==> config.mk <==
export PLATFORM = sky130hd
export DESIGN_NAME = video_rect_fill_flat
export DESIGN_NICKNAME = d
export VERILOG_FILES = /design/src/rtl/video_rect_fill_pkg.sv /design/src/rtl/video_rect_fill_if.sv /design/src/rtl/video_rect_fill_lane_mask.sv /design/src/rtl/video_rect_fill.sv /design/src/flat_wrapper.sv
export SDC_FILE = /design/constraint.sdc
export NUM_CORES = 1
export LEC_CHECK = 0
export CORE_UTILIZATION = 55
export DETAILED_ROUTE_END_ITERATION = 8
export PLACE_DENSITY = 0.94
export SKIP_CTS_REPAIR_TIMING = 1
export SLEW_MARGIN = 40
export SYNTH_ARGS = -nofsm -noshare
export SYNTH_HDL_FRONTEND = slang
export SYNTH_SLANG_ARGS = --single-unit
==> constraint.sdc <==
create_clock -name clock -period 11.5 [get_ports clock]
set_input_delay 2.3 -clock clock [delete_from_list [all_inputs] [get_ports clock]]
set_output_delay 2.3 -clock clock [all_outputs]
set_load 0.03 [all_outputs]
==> src/rtl/video_rect_fill_pkg.sv <==
// Shared constants, register map and FSM encoding for the rectangle-fill engine.
// Also holds the helper that turns a row and column into a framebuffer word address.
package video_rect_fill_pkg;

  localparam logic [31:0] REG_BASE     = 32'hFF20_0000;
  localparam logic [31:0] FB_BASE      = 32'hFF00_0000;
  localparam logic [31:0] FRAME_STRIDE = 32'h0010_0000;
  localparam logic [9:0]  SCREEN_W     = 10'd320;
  localparam logic [8:0]  SCREEN_H     = 9'd240;

  localparam logic [1:0] OFF_CTRL  = 2'd0;
  localparam logic [1:0] OFF_POS   = 2'd1;
  localparam logic [1:0] OFF_SIZE  = 2'd2;
  localparam logic [1:0] OFF_COLOR = 2'd3;

  localparam int CTRL_START = 0;
  localparam int CTRL_FRAME = 1;
  localparam int CTRL_ABORT = 2;
  localparam int CTRL_BUSY  = 8;
  localparam int CTRL_DONE  = 9;

  typedef enum logic [2:0] {
    ST_IDLE  = 3'd0,
    ST_SETUP = 3'd1,
    ST_ROW   = 3'd2,
    ST_NEXT  = 3'd3,
    ST_DONE  = 3'd4
  } fill_state_e;

  // row*320 is built as row*256 + row*64 to keep it a pair of shifts.
  function automatic logic [31:0] word_addr(input logic frame, input logic [8:0] row,
                                            input logic [9:0] col);
    logic [31:0] row_w;
    row_w = {23'd0, row};
    return FB_BASE + (frame ? FRAME_STRIDE : 32'd0) + (row_w << 8) + (row_w << 6)
           + {22'd0, col[9:2], 2'b00};
  endfunction

endpackage

==> src/rtl/video_rect_fill_if.sv <==
// Register-slave and fill-master signals of the rectangle-fill engine.
// The slave modport is the engine's view; master is the system/bench view.
interface video_rect_fill_if;
  logic [31:0] bus_address;
  logic [31:0] bus_write_data;
  logic [3:0]  bus_byte_enable;
  logic        bus_read_enable;
  logic        bus_write_enable;
  logic [31:0] bus_data_fetched;

  logic [31:0] fill_address;
  logic [31:0] fill_write_data;
  logic [3:0]  fill_byte_enable;
  logic        fill_write_request;
  logic        fill_ready;
  logic        fill_busy;
  logic        fill_done;

  modport slave (
    input  bus_address, bus_write_data, bus_byte_enable, bus_read_enable, bus_write_enable,
    input  fill_ready,
    output bus_data_fetched,
    output fill_address, fill_write_data, fill_byte_enable, fill_write_request,
    output fill_busy, fill_done
  );

  modport master (
    output bus_address, bus_write_data, bus_byte_enable, bus_read_enable, bus_write_enable,
    output fill_ready,
    input  bus_data_fetched,
    input  fill_address, fill_write_data, fill_byte_enable, fill_write_request,
    input  fill_busy, fill_done
  );
endinterface

==> src/rtl/video_rect_fill_lane_mask.sv <==
// Byte-lane enables for one framebuffer word: lanes from the first column up to
// the last column when both fall in the same word, otherwise up to lane 3.
module rect_fill_lane_mask (
  input  logic [1:0] first_i,
  input  logic [1:0] last_i,
  input  logic       same_word_i,
  output logic [3:0] enable_o
);
  always_comb begin
    enable_o = 4'b0000;
    for (int n = 0; n < 4; n++) begin
      if ((2'(n) >= first_i) && (!same_word_i || (2'(n) <= last_i))) begin
        enable_o[n] = 1'b1;
      end
    end
  end
endmodule

==> src/rtl/video_rect_fill.sv <==
// Rectangle-fill engine: memory-mapped config registers plus a bus master that
// writes the clipped rectangle one 32-bit word per accepted cycle.
module video_rect_fill
  import video_rect_fill_pkg::*;
(
  input  logic              clock,
  input  logic              reset,
  video_rect_fill_if.slave  bus
);

  fill_state_e state_q;
  logic        frame_q, done_q, req_q, done_pulse_q;
  logic [8:0]  pos_x_q, size_w_q;
  logic [7:0]  pos_y_q, size_h_q, color_q;
  logic [9:0]  col_q, x0_q, x1_q;
  logic [8:0]  row_q, y1_q;
  logic [31:0] addr_q;
  logic [3:0]  be_q;

  logic        in_win, wr, ctrl_wr, busy, start_cmd, abort_cmd, accept;
  logic [1:0]  off;
  logic [31:0] wd;
  logic [9:0]  x_end, x1_calc, col_step, col_d, x1_sel, last_col;
  logic [8:0]  y_end, y1_calc, row_d;
  logic        empty, same_word, row_last_word, last_row;
  logic [3:0]  be_d;
  logic        unused_bits;

  assign in_win    = (bus.bus_address[31:4] == REG_BASE[31:4]);
  assign off       = bus.bus_address[3:2];
  assign wd        = bus.bus_write_data;
  assign wr        = bus.bus_write_enable && in_win;
  assign ctrl_wr   = wr && (off == OFF_CTRL) && bus.bus_byte_enable[0];
  assign busy      = (state_q != ST_IDLE);
  assign start_cmd = ctrl_wr && wd[CTRL_START] && !busy;
  assign abort_cmd = ctrl_wr && wd[CTRL_ABORT] && busy;
  assign accept    = req_q && bus.fill_ready;
  assign unused_bits = ^{bus.bus_address[1:0], wd[31:24], wd[15:9]};

  // Clipping: 10-bit x and 9-bit y sums cannot wrap for any register value.
  assign x_end   = {1'b0, pos_x_q} + {1'b0, size_w_q};
  assign x1_calc = (x_end > SCREEN_W) ? SCREEN_W : x_end;
  assign y_end   = {1'b0, pos_y_q} + {1'b0, size_h_q};
  assign y1_calc = (y_end > SCREEN_H) ? SCREEN_H : y_end;
  assign empty   = (size_w_q == 9'd0) || (size_h_q == 8'd0) ||
                   ({1'b0, pos_x_q} >= SCREEN_W) || ({1'b0, pos_y_q} >= SCREEN_H);

  // Position of the word to present next, depending on how the FSM moves on.
  always_comb begin
    col_step = (col_q | 10'd3) + 10'd1;
    col_d    = col_step;
    row_d    = row_q;
    x1_sel   = x1_q;
    if (state_q == ST_SETUP) begin
      col_d  = {1'b0, pos_x_q};
      row_d  = {1'b0, pos_y_q};
      x1_sel = x1_calc;
    end else if (state_q == ST_NEXT) begin
      col_d  = x0_q;
      row_d  = row_q + 9'd1;
    end
    last_col  = x1_sel - 10'd1;
    same_word = (col_d[9:2] == last_col[9:2]);
  end

  assign row_last_word = (col_step >= x1_q);
  assign last_row      = ((row_q + 9'd1) >= y1_q);

  rect_fill_lane_mask u_lane_mask (
    .first_i     (col_d[1:0]),
    .last_i      (last_col[1:0]),
    .same_word_i (same_word),
    .enable_o    (be_d)
  );

  always_ff @(posedge clock) begin
    if (reset) begin
      state_q      <= ST_IDLE;
      frame_q      <= 1'b0;
      done_q       <= 1'b0;
      req_q        <= 1'b0;
      done_pulse_q <= 1'b0;
      pos_x_q      <= '0;
      pos_y_q      <= '0;
      size_w_q     <= '0;
      size_h_q     <= '0;
      color_q      <= '0;
      col_q        <= '0;
      row_q        <= '0;
      x0_q         <= '0;
      x1_q         <= '0;
      y1_q         <= '0;
      addr_q       <= '0;
      be_q         <= '0;
    end else begin
      done_pulse_q <= 1'b0;

      if (wr && !busy) begin
        case (off)
          OFF_CTRL: if (bus.bus_byte_enable[0]) frame_q <= wd[CTRL_FRAME];
          OFF_POS: begin
            if (bus.bus_byte_enable[0]) pos_x_q[7:0] <= wd[7:0];
            if (bus.bus_byte_enable[1]) pos_x_q[8]   <= wd[8];
            if (bus.bus_byte_enable[2]) pos_y_q      <= wd[23:16];
          end
          OFF_SIZE: begin
            if (bus.bus_byte_enable[0]) size_w_q[7:0] <= wd[7:0];
            if (bus.bus_byte_enable[1]) size_w_q[8]   <= wd[8];
            if (bus.bus_byte_enable[2]) size_h_q      <= wd[23:16];
          end
          default: if (bus.bus_byte_enable[0]) color_q <= wd[7:0];
        endcase
      end

      if (start_cmd) done_q <= 1'b0;

      case (state_q)
        ST_IDLE: if (start_cmd) state_q <= ST_SETUP;
        ST_SETUP: begin
          x0_q <= col_d;
          x1_q <= x1_calc;
          y1_q <= y1_calc;
          if (empty) begin
            state_q      <= ST_DONE;
            done_pulse_q <= 1'b1;
          end else begin
            state_q <= ST_ROW;
            col_q   <= col_d;
            row_q   <= row_d;
            req_q   <= 1'b1;
            addr_q  <= word_addr(frame_q, row_d, col_d);
            be_q    <= be_d;
          end
        end
        ST_ROW: if (accept) begin
          if (row_last_word) begin
            req_q <= 1'b0;
            if (last_row) begin
              state_q      <= ST_DONE;
              done_pulse_q <= 1'b1;
            end else begin
              state_q <= ST_NEXT;
            end
          end else begin
            col_q  <= col_d;
            addr_q <= word_addr(frame_q, row_d, col_d);
            be_q   <= be_d;
          end
        end
        ST_NEXT: begin
          state_q <= ST_ROW;
          col_q   <= col_d;
          row_q   <= row_d;
          req_q   <= 1'b1;
          addr_q  <= word_addr(frame_q, row_d, col_d);
          be_q    <= be_d;
        end
        default: begin
          state_q <= ST_IDLE;
          done_q  <= 1'b1;
        end
      endcase

      // Abort overrides any transition above; a word accepted on this edge still counts.
      if (abort_cmd) begin
        state_q      <= ST_IDLE;
        req_q        <= 1'b0;
        done_pulse_q <= 1'b0;
      end
    end
  end

  always_comb begin
    bus.bus_data_fetched = 32'd0;
    if (bus.bus_read_enable && in_win) begin
      case (off)
        OFF_CTRL:  bus.bus_data_fetched = {22'd0, done_q, busy, 6'd0, frame_q, 1'b0};
        OFF_POS:   bus.bus_data_fetched = {8'd0, pos_y_q, 7'd0, pos_x_q};
        OFF_SIZE:  bus.bus_data_fetched = {8'd0, size_h_q, 7'd0, size_w_q};
        default:   bus.bus_data_fetched = {24'd0, color_q};
      endcase
    end
  end

  assign bus.fill_address       = addr_q;
  assign bus.fill_write_data    = {4{color_q}};
  assign bus.fill_byte_enable   = be_q;
  assign bus.fill_write_request = req_q;
  assign bus.fill_busy          = busy;
  assign bus.fill_done          = done_pulse_q;

endmodule

==> src/flat_wrapper.sv <==
// flat-port wrapper written by rule: the top's interface ports become plain ports
module video_rect_fill_flat import video_rect_fill_pkg::*;
  (clock, reset, bus_bus_address, bus_bus_write_data, bus_bus_byte_enable, bus_bus_read_enable, bus_bus_write_enable, bus_fill_ready, bus_bus_data_fetched, bus_fill_address, bus_fill_write_data, bus_fill_byte_enable, bus_fill_write_request, bus_fill_busy, bus_fill_done);
  video_rect_fill_if bus_i ();
  input  logic clock;
  input  logic reset;
  input wire logic [$bits(bus_i.bus_address)-1:0] bus_bus_address;
  input wire logic [$bits(bus_i.bus_write_data)-1:0] bus_bus_write_data;
  input wire logic [$bits(bus_i.bus_byte_enable)-1:0] bus_bus_byte_enable;
  input wire logic [$bits(bus_i.bus_read_enable)-1:0] bus_bus_read_enable;
  input wire logic [$bits(bus_i.bus_write_enable)-1:0] bus_bus_write_enable;
  input wire logic [$bits(bus_i.fill_ready)-1:0] bus_fill_ready;
  output wire logic [$bits(bus_i.bus_data_fetched)-1:0] bus_bus_data_fetched;
  output wire logic [$bits(bus_i.fill_address)-1:0] bus_fill_address;
  output wire logic [$bits(bus_i.fill_write_data)-1:0] bus_fill_write_data;
  output wire logic [$bits(bus_i.fill_byte_enable)-1:0] bus_fill_byte_enable;
  output wire logic [$bits(bus_i.fill_write_request)-1:0] bus_fill_write_request;
  output wire logic [$bits(bus_i.fill_busy)-1:0] bus_fill_busy;
  output wire logic [$bits(bus_i.fill_done)-1:0] bus_fill_done;
  assign bus_i.bus_address = bus_bus_address;
  assign bus_i.bus_write_data = bus_bus_write_data;
  assign bus_i.bus_byte_enable = bus_bus_byte_enable;
  assign bus_i.bus_read_enable = bus_bus_read_enable;
  assign bus_i.bus_write_enable = bus_bus_write_enable;
  assign bus_i.fill_ready = bus_fill_ready;
  assign bus_bus_data_fetched = bus_i.bus_data_fetched;
  assign bus_fill_address = bus_i.fill_address;
  assign bus_fill_write_data = bus_i.fill_write_data;
  assign bus_fill_byte_enable = bus_i.fill_byte_enable;
  assign bus_fill_write_request = bus_i.fill_write_request;
  assign bus_fill_busy = bus_i.fill_busy;
  assign bus_fill_done = bus_i.fill_done;
  video_rect_fill u_core (.clock(clock), .reset(reset), .bus(bus_i));
endmodule
==> summary.md, run 1 <==
| Metric | Value |
|---|---|
| Status | finished, final reports clean |
| Type of the tightest min-delay check | reg2reg |
| Setup Crit Path Kind | in2out |
| DRT iter0 DRCs | 766 |
| YS warnings | 0 |
| Worst EP required | 9.20 ns |
| Crit. End Element | output port |
| Port bufs | 136 |
| Reg-to-Reg End | u_core.bus.fill_address[16] |
| Global route overflow | 0 |
| Final hold viol count | 0 |
| Clock Power Share | 54.3% |
| Worst Path Buf+Inv | 2 |
| Drt total wl | 21.4 mm |
| Core area | 13500 um^2 |
| Max frequency | 134 MHz |
| Crit path time final | 7.49 ns |
| Mean Syn Cell Area | 7.97 um^2 |
| Clock H-tree levels | 4 |
| Sw frac | 23.0% |
| Mux cell area share after synthesis | 7.43% |
| Clk root buf | clkbuf_16 |
| Most used DFF post-synth | dfxtp_1 |
| Final Cycle Share | 65.1% |
| Top cell type by total area after synthesis | dfxtp_1 |
| Ranking of synthesized cells by area | dfxtp_1 (29%), ha_1 (8.9%), mux2i_1 (6.0%) |
| Crit path DAT | 5.19 ns |
| Via/cell ratio | 5.96 |
| Initial antenna violation count | 1 |
| Hold EP | u_core.bus.fill_address[6] |
| RR Startpoint | u_core.row_q[0] |
| Flop pwr share | 41.1% |
| Final setup viols | 0 |
| CP most frequent cell | clkdlybuf4s50_1 |
| Ports | 176 |
| Switching power | 219 uW |
| Vias in the first global route | 7312 |
| Synth-to-Final Area Change | 22.3% |
| Drc violations | 0 |
| Slew Viols, Final | 0 |
| DR WL/cell | 17.2 um |
| CP startpoint kind | input pin |
| Setup slack, reg-to-reg | 7.28 ns |
| TritonCTS Sinks | 113 |
| GRT Util Overall | 30.1% |
| Max clock buf depth | 2 |
| Largest family of logic cells by synthesized area | simple AND/OR/NAND/NOR gates |
| Die Area | 14500 um^2 |
| Clock skew | 0.00876 ns |
| Crit-path slowest cell | clkdlybuf4s50_1 |
| RSZ-0062 raised after global routing | no |
| Worst slew margin | 48.9% |
| Distinct cells, synth | 67 |
| First-pass GRT wire length | 35.0 mm |
| Post-synthesis sequential area ratio | 29.3% |
| Top cell type's share of synthesized area | 29.3% |
| Worst Hold Path Cells | 2 |
| Synth Area in Compound Gates | 18.6% |
| Adder-cell share of the synthesized area | 10.2% |
| Asr flop ratio synth | 0% |
| Worst path cell trace | clkdlybuf4s50_1 -> nor4b_1 -> nand4_1 -> nor4_1 -> nand2_1 -> nor2_1 -> clkdlybuf4s50_1 |
| Fillers | 987 |
| CTS tree | done |
| Layout cells sized above 1 | 6.19% |
| Lkg Pwr | 3.82 nW |
| Number of synthesized flops with an enable pin | 0 |
| Vias | 7406 |
| Simple-gate area share of the yosys netlist | 19.6% |
| Worst setup margin | 4.01 ns |
| Int Power | 734 uW |
| Maximum VDD drop | 0.100 mV |
| Mapped Cells | 968 |
| Largest net degree at the start of global routing | 85 |
| Chip Width | 120 um |
| Post-DP HPWL | 14.8 mm |
| Logic pwr share | 4.6% |
| Inserted Diodes | 0 |
| Total Nets Final | 1186 |
| Drt pass-1 iters | 7 |
| CP peak stage delay | 0.74 ns |
| Row count | 42 |
| Sum Neg Setup Slack | 0 ns |
| GP Congestion | 0.912 |
| Hold Crit Start | u_core.bus.fill_address[6] |
| XOR/XNOR share of the synthesized area | 4.88% |
| Power Density | 101 nW/um^2 |
| #FFs+latches synth | 113 |
| Synthesized area | 7720 um^2 |
| Post-Place Setup Slack | 4.10 ns |
| Slew @ Worst Pin | 0.760 ns |
| Final antenna-violating net count | 0 |
| Worst-path clk slew | 0.05 ns |
| Clock Latency Late Sink | 0.42 ns |
| Maximum Capacitance Violations | 0 |
| Die span in y | 120 um |
| R2R cell count | 17 |
| Final Total Pwr | 953 uW |
| Delay-heaviest family, CP | simple AND/OR/NAND/NOR gates |
| CP max FO | 17 |
| Initial core utilization | 57.4% |
| Inserted Clock Buffers | 17 |
## metrics by stage
step | cells | util [%] | cell area [um^2] | hold slack (ns)
global route | 1242 | 70.2 | 9440 | 0.472
global placement | 1210 | 65.7 | 8840 | 0.440
finish | 1242 | 70.2 | 9440 | 0.452
detailed placement | 1210 | 65.8 | 8850 | 0.446
CTS | 1242 | 70.1 | 9430 | 0.453
floorplan | 988 | - | 7790 | 0.430
## cells in the mapped netlist, types with 3 or more instances
cell and instances:
a211oi_1 11, a21o_1 9, a21oi_1 88, a22oi_1 18
a31oi_1 7, a32oi_1 5, and2_1 7, and3_1 10
buf_2 5, buf_4 59, clkbuf_1 33, dfxtp_1 113
fa_1 5, ha_1 55, inv_1 44, mux2_2 8
mux2i_1 46, nand2_1 96, nand2b_1 3, nand3_1 39
nand4_1 7, nor2_1 115, nor2b_1 11, nor3_1 20
nor4_1 10, o211ai_1 7, o21a_1 8, o21ai_0 27
o21ai_1 4, o21bai_1 9, or3_1 3, xnor2_1 35
xor2_1 8
## cell families after synthesis
family,after synthesis
adder cells (fa/ha/maj),60
flip-flops,113
XOR/XNOR,43
buffers and inverters,143
AND/OR/NAND/NOR,334
AO/OA/AOI/OAI,219
multiplexers,55
other,1
## cell type report
type | count | area [um^2] | share of cell area, %
Tap cell | 176 | 220 | 2.33
Clock inverter | 13 | 136 | 1.45
Sequential cell | 113 | 2260 | 24.0
Inverter | 44 | 165 | 1.75
Timing Repair Buffer | 145 | 1430 | 15.2
Multi-Input combinational cell | 732 | 4780 | 50.7
Clock buffer | 19 | 443 | 4.69
## worst reg2reg max path, cell delays in order (launching register included)
cell	delay, ns
dfxtp_1	0.49
ha_1	0.24
xor2_1	0.20
mux2i_1	0.12
o21ai_0	0.44
inv_1	0.13
fa_1	0.54
inv_1	0.07
ha_1	0.28
a21o_1	0.18
a21oi_1	0.22
o21bai_1	0.10
a21oi_1	0.22
o21bai_1	0.10
a21oi_1	0.23
o21ai_0	0.15
xnor2_1	0.17
a211oi_1	0.25
## worst max-delay path by stage
stage / startpoint / to / slack (ns) / cells past startpoint
finish: bus_bus_address[30] / bus_bus_data_fetched[9] / 4.01 / 7
global route: bus_bus_address[30] / bus_bus_data_fetched[9] / 3.66 / 7
CTS: bus_bus_address[30] / bus_bus_data_fetched[9] / 4.06 / 7
detailed placement: bus_bus_address[13] / bus_bus_data_fetched[9] / 4.10 / 7
global placement: bus_bus_address[17] / bus_bus_data_fetched[3] / 4.18 / 7
floorplan: bus_bus_address[19] / bus_bus_data_fetched[16] / 5.18 / 5
## power groups by stage
stage | Clock, mW | Sequential [mW] | Combinational [mW]
floorplan | 0 | 0.400 | 0.0248
global placement | 0 | 0.400 | 0.0419
detailed placement | 0 | 0.400 | 0.0424
CTS | 0.520 | 0.392 | 0.0428
global route | 0.541 | 0.391 | 0.0458
finish | 0.518 | 0.392 | 0.0438
## registers in the layout (all words and copies together), names as in the netlist
name and flops:
u_core.size_h_q 8, u_core.color_q 8, u_core.state_q 3, u_core.y1_q 9, u_core.x0_q 10, u_core.frame_q 1
u_core.bus.fill_write_request 1, u_core.size_w_q 9, u_core.col_q 8, u_core.x1_q 10, u_core.bus.fill_byte_enable 4, u_core.bus.fill_address 14
u_core.pos_x_q 9, u_core.pos_y_q 8, u_core.row_q 9, u_core.bus.fill_done 1, u_core.done_q 1
## routing by layer
layer / track usage (%) / vias up / share of wire, %
met1: 34.7 / 3412 / 38
met2: 51.0 / 385 / 49
met3: 7.03 / 115 / 7.7
met4: 17.4 / 2 / 5.0
met5: 0 / - / 0.061
li1: - / 3492 / -
## layout by cell type, fill, tap and decap left out, drive strengths merged, types with 3 or more instances in the layout
cell type / instances
a211oi: 12
a21o: 9
a21oi: 90
a22oi: 19
a31oi: 7
a32oi: 5
and2: 7
and3: 10
buf: 10
clkbuf: 19
clkdlybuf4s50: 135
clkinv: 8
conb: 21
dfxtp: 113
fa: 5
ha: 55
inv: 46
mux2: 8
mux2i: 46
nand2: 96
nand2b: 3
nand3: 39
nand4: 7
nor2: 115
nor2b: 11
nor3: 20
nor4: 10
o211ai: 7
o21a: 10
o21ai: 31
o21bai: 9
o31ai: 3
or3: 3
xnor2: 35
xor2: 8
(Power assumes the default switching activity.)
==> inputs of run 2 (changes only) <==
CORE_UTILIZATION = 52   (was 55)
PLACE_DENSITY = 0.9   (was 0.94)
clock period = 7.8 ns   (was 11.5 ns; I/O delays follow)
==> run 2 against run 1 <==
  * Cell count up 0.64%
  * Register-to-register slack worse by 3.9 ns
  * Sequential share of layout area decreased by 0.057 points
  * Die area increased by 5.7%
  * Flip-flop and latch count unchanged
  * Worst hold slack worse by 0.0011 ns
  * Global-route usage shrank 2.5 points
  * Clock power increased by 46%
  * Clock-buffer cell count rose by 3
  * Worst setup slack worse by 2.1 ns
  * Critical path type unchanged
==> summary.md, run 2 (synthesis results as in run 1) <==
| Metric | Value |
|---|---|
| CTS tree | done (unchanged) |
| Final Util | 65.1% (was 70.2%) |
| DRT iter0 DRCs | 572 (was 766) |
| Final Cycle Share | 75.6% |
| CP most frequent cell | clkdlybuf4s50_1 (unchanged) |
| Worst EP required | 6.24 ns (was 9.20 ns) |
| R2R cell count | 16 (was 17) |
| Crit. End Element | output port (unchanged) |
| Crit path DAT | 4.34 ns (was 5.19 ns) |
| Synth-to-Final Area Change | 22.6% (was 22.3%) |
| Status | finished, final reports clean (unchanged) |
| Final Total Pwr | 1.40 mW (was 953 uW) |
| Layout cells sized above 1 | 5.91% (was 6.19%) |
| RSZ-0062 raised after global routing | no (unchanged) |
| Die span in y | 124 um (was 120 um) |
| Vias in the first global route | 6896 (was 7312) |
| Core area | 14500 um^2 (was 13500 um^2) |
| Post-DP HPWL | 14.4 mm (was 14.8 mm) |
| Initial core utilization | 53.1% (was 57.4%) |
| Final setup viols | 0 (unchanged) |
| Row count | 44 (was 42) |
| Lkg Pwr | 3.82 nW (about the same) |
| Power Density | 148 nW/um^2 (was 101 nW/um^2) |
| Hold EP | u_core.x0_q[2] (was u_core.bus.fill_address[6]) |
| Cell Count Post-Placement | 1217 (was 1210) |
| Die Area | 15300 um^2 (was 14500 um^2) |
| Max clock buf depth | 2 (unchanged) |
| Final antenna-violating net count | 0 (unchanged) |
| Setup Crit Path Kind | in2out (unchanged) |
| Min Hold Slack | 0.451 ns (was 0.452 ns) |
| Fillers | 1138 (was 987) |
| Worst-path clk slew | 0.05 ns (about the same) |
| Hold Crit Start | u_core.x0_q[2] (was u_core.bus.fill_address[6]) |
| Post-Place Setup Slack | 1.89 ns (was 4.10 ns) |
| Setup slack, reg-to-reg | 3.40 ns (was 7.28 ns) |
| Clock Latency Late Sink | 0.42 ns (about the same) |
| Global route overflow | 0 (unchanged) |
| Via/cell ratio | 5.86 (was 5.96) |
| Clk root buf | clkbuf_16 (unchanged) |
| Clock skew | 0.00752 ns (was 0.00876 ns) |
| Maximum Capacitance Violations | 0 (unchanged) |
| Post-Layout Cell Count | 1250 (was 1242) |
| Largest net degree at the start of global routing | 110 (was 85) |
| Design area | 9460 um^2 (was 9440 um^2) |
| Total Nets Final | 1186 (unchanged) |
| Drc violations | 0 (unchanged) |
| Drt total wl | 20.5 mm (was 21.4 mm) |
| Worst path cell trace | clkdlybuf4s50_1 -> or4_1 -> nor4_1 -> nand2_1 -> nor2_1 -> clkdlybuf4s50_1 (was clkdlybuf4s50_1 -> nor4b_1 -> nand4_1 -> nor4_1 -> nand2_1 -> nor2_1 -> clkdlybuf4s50_1) |
| Leading cell type in the layout, fill and taps excluded | clkdlybuf4s50_1 (unchanged) |
| Worst slew margin | 48.6% (was 48.9%) |
| Placed cell areas | 8860 um^2 (was 8850 um^2) |
| Chip Width | 124 um (was 120 um) |
| First-pass GRT wire length | 33.1 mm (was 35.0 mm) |
| Initial antenna violation count | 0 (was 1) |
| Type of the tightest min-delay check | reg2reg (unchanged) |
| Worst setup margin | 1.90 ns (was 4.01 ns) |
| DR WL/cell | 16.4 um (was 17.2 um) |
| Inserted Clock Buffers | 17 (unchanged) |
| Worst Hold Path Cells | 2 (unchanged) |
| Port bufs | 136 (unchanged) |
| CP peak stage delay | 0.72 ns (was 0.74 ns) |
| Inserted Diodes | 0 (unchanged) |
| Reg-to-Reg End | u_core.bus.fill_address[16] (unchanged) |
| Crit-path slowest cell | clkdlybuf4s50_1 (unchanged) |
| CP max FO | 17 (unchanged) |
| CP startpoint kind | input pin (unchanged) |
| RR Startpoint | u_core.state_q[1] (was u_core.row_q[0]) |
| Slew @ Worst Pin | 0.763 ns (was 0.760 ns) |
| Sum Neg Setup Slack | 0 ns (unchanged) |
| Worst Path Buf+Inv | 2 (unchanged) |
| Max frequency | 170 MHz |
| Clock H-tree levels | 4 (unchanged) |
| Final hold viol count | 0 (unchanged) |
| Drt pass-1 iters | 7 (unchanged) |
| GRT Util Overall | 27.7% (was 30.1%) |
| Delay-heaviest family, CP | simple AND/OR/NAND/NOR gates (unchanged) |
| Slew Viols, Final | 0 (unchanged) |
| Largest register FFs | 14 (unchanged) |
| Vias | 7326 (was 7406) |
| Levels on crit path | 6 (was 7) |
| TritonCTS Sinks | 113 (unchanged) |
| Crit path time final | 5.90 ns |
| Maximum VDD drop | 0.133 mV (was 0.100 mV) |
| GP Congestion | 0.937 (was 0.912) |
| Ports | 176 (unchanged) |
| Most frequent cells in the layout | clkdlybuf4s50_1 (135), nor2_1 (115), dfxtp_1 (113) (unchanged) |
==> run 2: cell types whose count changed in the layout (fill, tap and decap cells not counted), moves of 2 or more <==
cell,change
clkinv_4,-3
clkinvlp_4,+3
clkbuf_1,+2
inv_6,-2
==> run 2: routing by layer <==
layer | GRT usage, % | wire [um] | vias up
met5 | 0 | 0 | -
met1 | 32.3 | 8210 | 3473
met2 | 48.3 | 10300 | 297
met4 | 13.2 | 766 | 0
li1 | - | - | 3496
met3 | 5.49 | 1220 | 60
==> run 2: worst min-delay path: stages (launching register included) <==
cell and delay [ns]:
dfxtp_1 0.30, nand2_1 0.05, a21oi_1 0.05
==> run 2: cell type report <==
cell class | count | area, um^2 | area share (%)
inverters | 44 | 165 | 1.75
clock buffers | 22 | 464 | 4.91
multi-input cells | 732 | 4780 | 50.5
repair buffers | 145 | 1450 | 15.3
flip-flops and latches | 113 | 2260 | 23.9
clock inverters | 10 | 110 | 1.16
well taps | 184 | 230 | 2.43
==> run 2: power breakdown <==
group / leakage (nW) / internal (mW) / switching, mW / total (mW)
clock network: 0.272 / 0.484 / 0.271 / 0.755
registers: 0.910 / 0.578 / 0.000000000119 / 0.578
logic: 2.63 / 0.0285 / 0.0363 / 0.0648
total: 3.82 / 1.09 / 0.307 / 1.40
==> run 2: how the worst max path moves through the flow <==
| stage | from | to | slack (ns) |
|---|---|---|---|
| 6_report | bus_bus_address[19] | bus_bus_data_fetched[18] | 1.90 |
| 5_1_grt | bus_bus_address[30] | bus_bus_data_fetched[18] | 1.63 |
| 4_1_cts | bus_bus_address[19] | bus_bus_data_fetched[18] | 1.88 |
| 3_5_place_dp | bus_bus_address[19] | bus_bus_data_fetched[7] | 1.89 |
| 3_3_place_gp | bus_bus_address[19] | bus_bus_data_fetched[4] | 1.94 |
| 2_1_floorplan | bus_bus_address[19] | bus_bus_data_fetched[16] | 2.96 |
